**src/rtl/unidade_controle_jogo.sv**
```systemverilog
// unidade_controle_jogo: Moore FSM that sequences the memory-game datapath.
// It presents the stored sequence, collects and compares player moves, and in
// modo 2 records a new move after every completed round.
// Optional feature macro: TIMEOUT_EN. When it is defined, player inactivity ends
// the game. When it is not defined, the timeout input is ignored and
// zera_to/conta_to stay at 0.
module unidade_controle_jogo #(
    parameter int ESTADO_W = 5
) (
    input  logic                clock,
    input  logic                reset,
    input  logic                iniciar,
    input  logic                modo2,
    input  logic                jogada_feita,
    input  logic                jogada_correta,
    input  logic                endereco_igual_rodada,
    input  logic                rodada_final,
    input  logic                fim_tm,
    input  logic                fim_intervalo,
    input  logic                timeout,
    output logic                zera_e,
    output logic                conta_e,
    output logic                zera_r,
    output logic                conta_r,
    output logic                zera_tm,
    output logic                conta_tm,
    output logic                zera_to,
    output logic                conta_to,
    output logic                registra_cfg,
    output logic                registra_jogada,
    output logic                grava_m,
    output logic                mostra_leds,
    output logic                pronto,
    output logic                ganhou,
    output logic                perdeu,
    output logic                vez_jogador,
    output logic                nova_jogada,
    output logic [ESTADO_W-1:0] db_estado
);

    typedef enum logic [4:0] {
        INICIAL       = 5'h00,
        PREPARACAO    = 5'h01,
        INICIA_RODADA = 5'h02,
        APRESENTA     = 5'h03,
        INTERVALO     = 5'h04,
        PROX_APRES    = 5'h05,
        ESPERA        = 5'h06,
        REGISTRA      = 5'h07,
        COMPARA       = 5'h08,
        PROX_JOGADA   = 5'h09,
        GRAVA_FIM     = 5'h0A,
        PROX_RODADA   = 5'h0B,
        ESPERA_GRAVA  = 5'h0C,
        GRAVA         = 5'h0D,
        FIM_ACERTOU   = 5'h0E,
        FIM_ERROU     = 5'h0F,
        FIM_TIMEOUT   = 5'h10
    } estado_t;

    typedef struct packed {
        logic zera_e;
        logic conta_e;
        logic zera_r;
        logic conta_r;
        logic zera_tm;
        logic conta_tm;
        logic zera_to;
        logic conta_to;
        logic registra_cfg;
        logic registra_jogada;
        logic grava_m;
        logic mostra_leds;
        logic pronto;
        logic ganhou;
        logic perdeu;
        logic vez_jogador;
        logic nova_jogada;
    } saida_t;

    estado_t estado, prox;
    saida_t  saida;
    logic    modo2_reg;   // mode latched in preparacao
    logic    rodada_nz;   // round counter has left 0 since the last start
    logic    timeout_ativo;

`ifdef TIMEOUT_EN
    assign timeout_ativo = timeout;
`else
    assign timeout_ativo = 1'b0;
    logic unused_timeout;
    assign unused_timeout = timeout;
`endif

    // Outputs for a given state. Prox_apres is the only state whose outputs
    // depend on an input. That input is endereco_igual_rodada, sampled on entry.
    // The address counter does not move between intervalo and prox_apres, so the
    // sampled value matches the value the transition out of prox_apres uses.
    function automatic saida_t decodifica(estado_t s, logic eir);
        saida_t o;
        o = '0;
        case (s)
            PREPARACAO: begin
                o.registra_cfg = 1'b1;
                o.zera_e       = 1'b1;
                o.zera_r       = 1'b1;
                o.zera_tm      = 1'b1;
`ifdef TIMEOUT_EN
                o.zera_to      = 1'b1;
`endif
            end
            INICIA_RODADA: begin
                o.zera_e  = 1'b1;
                o.zera_tm = 1'b1;
            end
            APRESENTA: begin
                o.mostra_leds = 1'b1;
                o.conta_tm    = 1'b1;
            end
            INTERVALO: o.conta_tm = 1'b1;
            PROX_APRES: begin
                if (eir) begin
                    o.zera_e  = 1'b1;
                end else begin
                    o.conta_e = 1'b1;
                    o.zera_tm = 1'b1;
                end
            end
            ESPERA: begin
                o.vez_jogador = 1'b1;
`ifdef TIMEOUT_EN
                o.conta_to    = 1'b1;
`endif
            end
            REGISTRA: begin
                o.registra_jogada = 1'b1;
`ifdef TIMEOUT_EN
                o.zera_to         = 1'b1;
`endif
            end
            PROX_JOGADA: o.conta_e = 1'b1;
            PROX_RODADA: begin
                o.conta_r = 1'b1;
                o.conta_e = 1'b1;
            end
            ESPERA_GRAVA: begin
                o.nova_jogada = 1'b1;
`ifdef TIMEOUT_EN
                o.conta_to    = 1'b1;
`endif
            end
            GRAVA: o.registra_jogada = 1'b1;
            GRAVA_FIM: begin
                o.grava_m = 1'b1;
`ifdef TIMEOUT_EN
                o.zera_to = 1'b1;
`endif
            end
            FIM_ACERTOU: begin
                o.pronto = 1'b1;
                o.ganhou = 1'b1;
            end
            FIM_ERROU, FIM_TIMEOUT: begin
                o.pronto = 1'b1;
                o.perdeu = 1'b1;
            end
            default: o = '0;
        endcase
        return o;
    endfunction

    // Next-state selection. A move takes priority over timeout in the wait states.
    always_comb begin
        prox = INICIAL;
        case (estado)
            INICIAL:       prox = iniciar ? PREPARACAO : INICIAL;
            PREPARACAO:    prox = INICIA_RODADA;
            INICIA_RODADA: prox = (modo2_reg && rodada_nz) ? ESPERA : APRESENTA;
            APRESENTA:     prox = fim_tm ? INTERVALO : APRESENTA;
            INTERVALO:     prox = fim_intervalo ? PROX_APRES : INTERVALO;
            PROX_APRES:    prox = endereco_igual_rodada ? ESPERA : APRESENTA;
            ESPERA: begin
                if (jogada_feita)       prox = REGISTRA;
                else if (timeout_ativo) prox = FIM_TIMEOUT;
                else                    prox = ESPERA;
            end
            REGISTRA:      prox = COMPARA;
            COMPARA: begin
                if (!jogada_correta)             prox = FIM_ERROU;
                else if (!endereco_igual_rodada) prox = PROX_JOGADA;
                else if (rodada_final)           prox = FIM_ACERTOU;
                else                             prox = PROX_RODADA;
            end
            PROX_JOGADA:   prox = ESPERA;
            PROX_RODADA:   prox = modo2_reg ? ESPERA_GRAVA : INICIA_RODADA;
            ESPERA_GRAVA: begin
                if (jogada_feita)       prox = GRAVA;
                else if (timeout_ativo) prox = FIM_TIMEOUT;
                else                    prox = ESPERA_GRAVA;
            end
            GRAVA:         prox = GRAVA_FIM;
            GRAVA_FIM:     prox = INICIA_RODADA;
            FIM_ACERTOU, FIM_ERROU, FIM_TIMEOUT:
                           prox = iniciar ? PREPARACAO : estado;
            default:       prox = INICIAL;
        endcase
    end

    // State, registered Moore outputs, and game-mode bookkeeping.
    always_ff @(posedge clock or negedge reset) begin
        if (!reset) begin
            estado    <= INICIAL;
            saida     <= '0;
            modo2_reg <= 1'b0;
            rodada_nz <= 1'b0;
        end else begin
            estado <= prox;
            saida  <= decodifica(prox, endereco_igual_rodada);
            if (estado == PREPARACAO) begin
                modo2_reg <= modo2;
                rodada_nz <= 1'b0;
            end
            if (estado == PROX_RODADA)
                rodada_nz <= 1'b1;
        end
    end

    assign zera_e          = saida.zera_e;
    assign conta_e         = saida.conta_e;
    assign zera_r          = saida.zera_r;
    assign conta_r         = saida.conta_r;
    assign zera_tm         = saida.zera_tm;
    assign conta_tm        = saida.conta_tm;
    assign zera_to         = saida.zera_to;
    assign conta_to        = saida.conta_to;
    assign registra_cfg    = saida.registra_cfg;
    assign registra_jogada = saida.registra_jogada;
    assign grava_m         = saida.grava_m;
    assign mostra_leds     = saida.mostra_leds;
    assign pronto          = saida.pronto;
    assign ganhou          = saida.ganhou;
    assign perdeu          = saida.perdeu;
    assign vez_jogador     = saida.vez_jogador;
    assign nova_jogada     = saida.nova_jogada;
    assign db_estado       = ESTADO_W'(estado);

endmodule

```
**config.mk**
```make
export PLATFORM = sky130hd
export DESIGN_NAME = unidade_controle_jogo
export DESIGN_NICKNAME = d
export VERILOG_FILES = /design/src/rtl/unidade_controle_jogo.sv
export SDC_FILE = /design/constraint.sdc
export NUM_CORES = 1
export LEC_CHECK = 0
export CELL_PAD_IN_SITES_DETAIL_PLACEMENT = 1
export CELL_PAD_IN_SITES_GLOBAL_PLACEMENT = 2
export CORE_UTILIZATION = 40
export DETAILED_ROUTE_END_ITERATION = 16
export DONT_BUFFER_PORTS = 1
export PLACE_DENSITY = 0.83
export SETUP_SLACK_MARGIN = 0.5
export SKIP_CTS_REPAIR_TIMING = 1
export SLEW_MARGIN = 20
export SYNTH_ARGS = -nofsm -noshare
export SYNTH_HDL_FRONTEND = slang
export SYNTH_SLANG_ARGS = --single-unit
```
**constraint.sdc**
```tcl
create_clock -name clock -period 3.69 [get_ports clock]
set_input_delay 1.107 -clock clock [delete_from_list [all_inputs] [get_ports clock]]
set_output_delay 1.107 -clock clock [all_outputs]
set_load 0.1 [all_outputs]
```
# Word-level counts from Yosys, hierarchy flattened

Cells that the tools add are included.
W data, S select, Z words.

Flip-flop bits (word level): 21
Input bits: 11
Output and inout port bits: 22
Word-level logic and storage cells: 90

Equality and inequality tests: 31
Muxes and demuxes: 31
Reduce and logical (&&, ||, !) cells: 11

Operators with widths:

| kind                 | number |
|---|---|
| $eq A5 B4 Y1 const B | 15 |
| $pmux W5 S14         | 1 |
| $eq A5 B3 Y1 const B | 8 |
| $eq A5 B2 Y1 const B | 4 |
| $mux W1              | 19 |
| $mux W3              | 6 |
| $reduce_or A2 Y1     | 6 |
| $eq A5 B1 Y1 const B | 2 |
| $eq A5 B5 Y1 const B | 2 |
| $pmux W1 S2          | 3 |
| $reduce_or A3 Y1     | 2 |
| $logic_not A5 Y1     | 1 |
| $mux W5              | 1 |
| $mux W4              | 1 |
| $reduce_bool A2 Y1   | 1 |
| $logic_and A1 B1 Y1  | 1 |

# Depth between registers and ports, before layout

Depth after elaboration: 7
Depth in mapped cells: 8
Mapped depth without buffers: 7

# Least setup slack after synthesis

No wires, ideal clock.

Path kind: register to register
Start point: register estado[0] (netlist: db_estado[0])
End point: register saida (netlist bit zera_e)
Library setup time: 0.127 ns
Arrival: 2.465 ns
Required time: 3.563 ns
Setup slack: 1.098 ns
Cell stages (with the launch flop): 8
Buffers on the path: 1
Period minus slack after synthesis: 2.592 ns
Cells stage by stage: dfrtp_1 -> clkbuf_8 -> nor3b_1 -> a31oi_1 -> or3_2 -> o2111ai_2 -> nor4_4 -> a311o_2

Cells in the longest elaborated chain, start to end: 6

RTL lines:

| item                                                 | RTL line | RTL |
|---|---|---|
| from (decl)                                          | 81       | `estado_t estado, prox;` |
| from (signal assigned)                               | 217      | `estado <= prox;` |
| $eq A5 B4 Y1, or another cell as far along           | 175      | `case (estado)` |
| $reduce_or A3 Y1 or $reduce_or A2 Y1 (tied branches) | -        |  |
| $pmux W5 S14 *                                       | 175      |  |
| via prox[1]                                          | 81       |  |
| $eq A5 B2 Y1 or $eq A5 B1 Y1 (tied branches)         | 102      | `case (s)` |
| $reduce_or A2 Y1 (no source line)                    | -        |  |
| $pmux W1 S2 *                                        | 102      |  |
| to (signal assigned)                                 | 218      | `saida <= decodifica(prox, endereco_igual_rodada);` |
| to (decl)                                            | 82       | `saida_t saida;` |

Mark *: on every way through the listed nets, which the timed path passes. The rest lies on a longest branch.
A chain may end at the register's enable or synchronous reset.

# Worst setup path in the final report

Start point: register estado[1] (netlist: db_estado[1])
End point: register saida (netlist bit zera_e)

Same word-level chain as after synthesis.

==> results.md <==
* Data arrival time of the worst path at 2.89 ns
* Max Clock Skew at 0.005401 ns
* Diodes inserted at 0
* Largest net degree at the start of global routing at 22
* Clock-pin slew on the worst setup and hold paths at 0.12 ns
* DP Wirelength at 2003 um
* Crit start category: flop
* Initial Utilization at 41.74%
* I/O Buffers at 0
* WL per Instance at 16.09 um
* Htree depth at 1
* Xor/xnor share of the synthesized area at 0.6931%
* Critical path class: flop to flop
* CTS sink count at 21
* RR Endpoint: zera_e
* Crit-path max cell delay at 0.73 ns
* M2 GR Usage at 27.75%
* Yosys reg bits at 21
* Critical Path Fanout Max at 19
* Vias in the first global route at 940
* Num rows at 20
* Crit Reg-Reg Startpoint: db_estado[1]
* Maxcap violations at 0
* Clock tree buffer depth at 2
* CTS Root Cell: clkbuf_4
* Die area at 0.003388 mm^2
* Share of flip-flops with an asynchronous set or reset at 100.0%
* First-pass GRT wire length at 4519 um
* Count of cell types in the netlist at 46
* Status: completed
* Mapped Area at 0.001264 mm^2
* Share of cells above drive strength 1 at 17.60%
* CTS tree: built
* Tmin final at 2.649 ns
* Chip height at 58.21 um
* Post-synthesis mux area share at 0.8911%
* GRT met1 Usage at 23.91%
* Critical path origin: db_estado[1]
* DRC at 0
* WL final at 2720 um
* Post-synth EDFFs at 0
* Hold Crit Class: primary input to asynchronous set/reset pin
* Fin crit share at 71.79%
* GRT busiest layer: met2
* Most used cell, CP: a22o_1
* Core Region at 0.003028 mm^2
* Syn Area/Cell at 9.950 um^2
* Dominant synthesized flop cell: dfrtp_1
* Pre-antenna DRT Iters at 4
* Ports at 33
* Syn Inst Count at 127
* Reg2Reg Depth at 7
* Relative slew slack at 37.77%
* Global route overflow at 0
* GPL Wtd Cong at 0.8043
* CP Capture Type: flop
* Chip width at 58.21 um
* Setup Viol. Count Final at 0
* Initial antenna violation count at 0
* F_max at 0.3775 GHz
* Met3 GRT Util at 4.911%
* Crit path to: zera_e
* Area grow syn2layout at -0.8912%
* Largest family of logic cells by synthesized area: simple AND/OR/NAND/NOR gates
* Worst reg-to-reg setup slack at 1.04 ns
* Post-synthesis sequential area ratio at 41.58%
* Skew-Pair Late Insertion Delay at 0.30 ns
* Post-synthesis adder-cell area fraction at 0%
* Number of CTS-inserted buffers at 3
* DR vias/cell at 5.420
* Max reg flops at 5
* DRT iter0 DRCs at 44
* Total global-route track usage at 17.46%
* Synth Area in Compound Gates at 15.25%
* Count of pins over their slew limit at 0
* RSZ-0062 raised after global routing: no
* Final #Nets at 137
* Simple-gate portion of the synthesized area at 28.71%
* Fill count at 363
* Post-route ant nets at 0
* Total negative slack at 0 ns
* Synth warnings at 0
* Fin. Hold Viols at 0
* DR vias at 916
* Required time worst endpoint at 3.93 ns
* CP max stage cell: dfrtp_1
* Crit path cell chain: buf_4 -> nor2b_4 -> a22o_1 -> a22o_1 -> a2111o_1 -> nor4_4 -> a311o_2
* Slew @ Worst Pin at 0.9361 ns
-- worst max-delay path, delay by kind of cell (launching register included) --
kind / cells / cell delay, ns
AOI/OAI and AO/OA: 4 / 1.05
buffers and inverters: 1 / 0.42
DFF: 1 / 0.73
and+or+nand+nor: 2 / 0.39
-- stage by stage --
stage	setup WS (ns)	instances	hold slack, ns	utilization [%]	instance area (um^2)
5_1_grt	0.8700	169	0.4554	41.36	1252
3_5_place_dp	1.055	165	0.5670	40.45	1225
3_3_place_gp	1.084	165	0.5571	40.45	1225
2_1_floorplan	1.098	128	0.4970	-	1267
4_1_cts	1.019	169	0.4754	41.36	1252
6_report	1.041	169	0.4819	41.36	1252
-- kinds of logic after synthesis --
logic type	after synthesis
buffers and inverters	18
AND/OR/NAND/NOR	60
other	1
multiplexers	1
flip-flops	21
XOR/XNOR	1
AO/OA/AOI/OAI	25
-- final cells by class --
cell class                      instances  area [um^2]  area share (%)
Multi-Input combinational cell         89        583.1           46.55
Sequential cell                        21        526.8           42.06
Tap cell                               44        55.05           4.396
Timing Repair Buffer                    5        37.54           2.997
Clock buffer                            3        22.52           1.798
Inverter                                6        22.52           1.798
Clock inverter                          1        5.005          0.3996
-- how the worst min path moves through the flow --
stage	from	slack, ns	depth (start not counted)	end
2_1_floorplan	rodada_nz	0.50	2	rodada_nz
3_5_place_dp	rodada_nz	0.57	2	rodada_nz
4_1_cts	reset	0.48	0	grava_m
5_1_grt	reset	0.46	0	grava_m
6_report	reset	0.48	0	grava_m
3_3_place_gp	rodada_nz	0.56	2	rodada_nz
-- cells in the final DEF (no fill, tap or decap), drive strengths merged, types with 2 or more instances in the layout --
| cell type | Yosys | routed |
|---|---|---|
| nor3 | 8 | 8 |
| dfrtp | 21 | 21 |
| buf | 5 | 5 |
| o31ai | 4 | 4 |
| conb | 1 | 2 |
| o21ai | 6 | 6 |
| nor4 | 2 | 2 |
| nand4 | 2 | 2 |
| nor3b | 3 | 3 |
| a31oi | 2 | 2 |
| or2b | 3 | 3 |
| nor2b | 3 | 3 |
| and4 | 2 | 2 |
| and3 | 2 | 2 |
| nand3b | 3 | 3 |
| nand3 | 2 | 2 |
| a211oi | 3 | 3 |
| nand2 | 12 | 12 |
| nand2b | 3 | 3 |
| clkbuf | 6 | 3 |
| o2111ai | 2 | 2 |
| a22o | 3 | 3 |
| inv | 6 | 6 |
| nor2 | 10 | 10 |
-- cells in the mapped netlist (3+ instances only) --
cell type  count  area [um^2]
a211oi_1       3        22.52
buf_4          4        30.03
clkbuf_8       6        82.58
dfrtp_1       21        525.5
inv_1          5        18.77
nand2_1       12        45.04
nand2b_1       3        18.77
nand3b_1       3        22.52
nor2_1        10        37.54
nor3_1         8        40.04
nor3b_1        3        22.52
o21ai_0        5        25.02
o31ai_1        4        30.03
-- metal layers --
metal | up-vias | wire length, um
met1 | 439 | 1325
li1 | 451 | -
met5 | - | 0
met2 | 24 | 1267
met4 | 0 | 10
met3 | 2 | 117
Power is not shown: default switching activity piles up to over one toggle a cycle in this logic, so the estimate is an artifact.
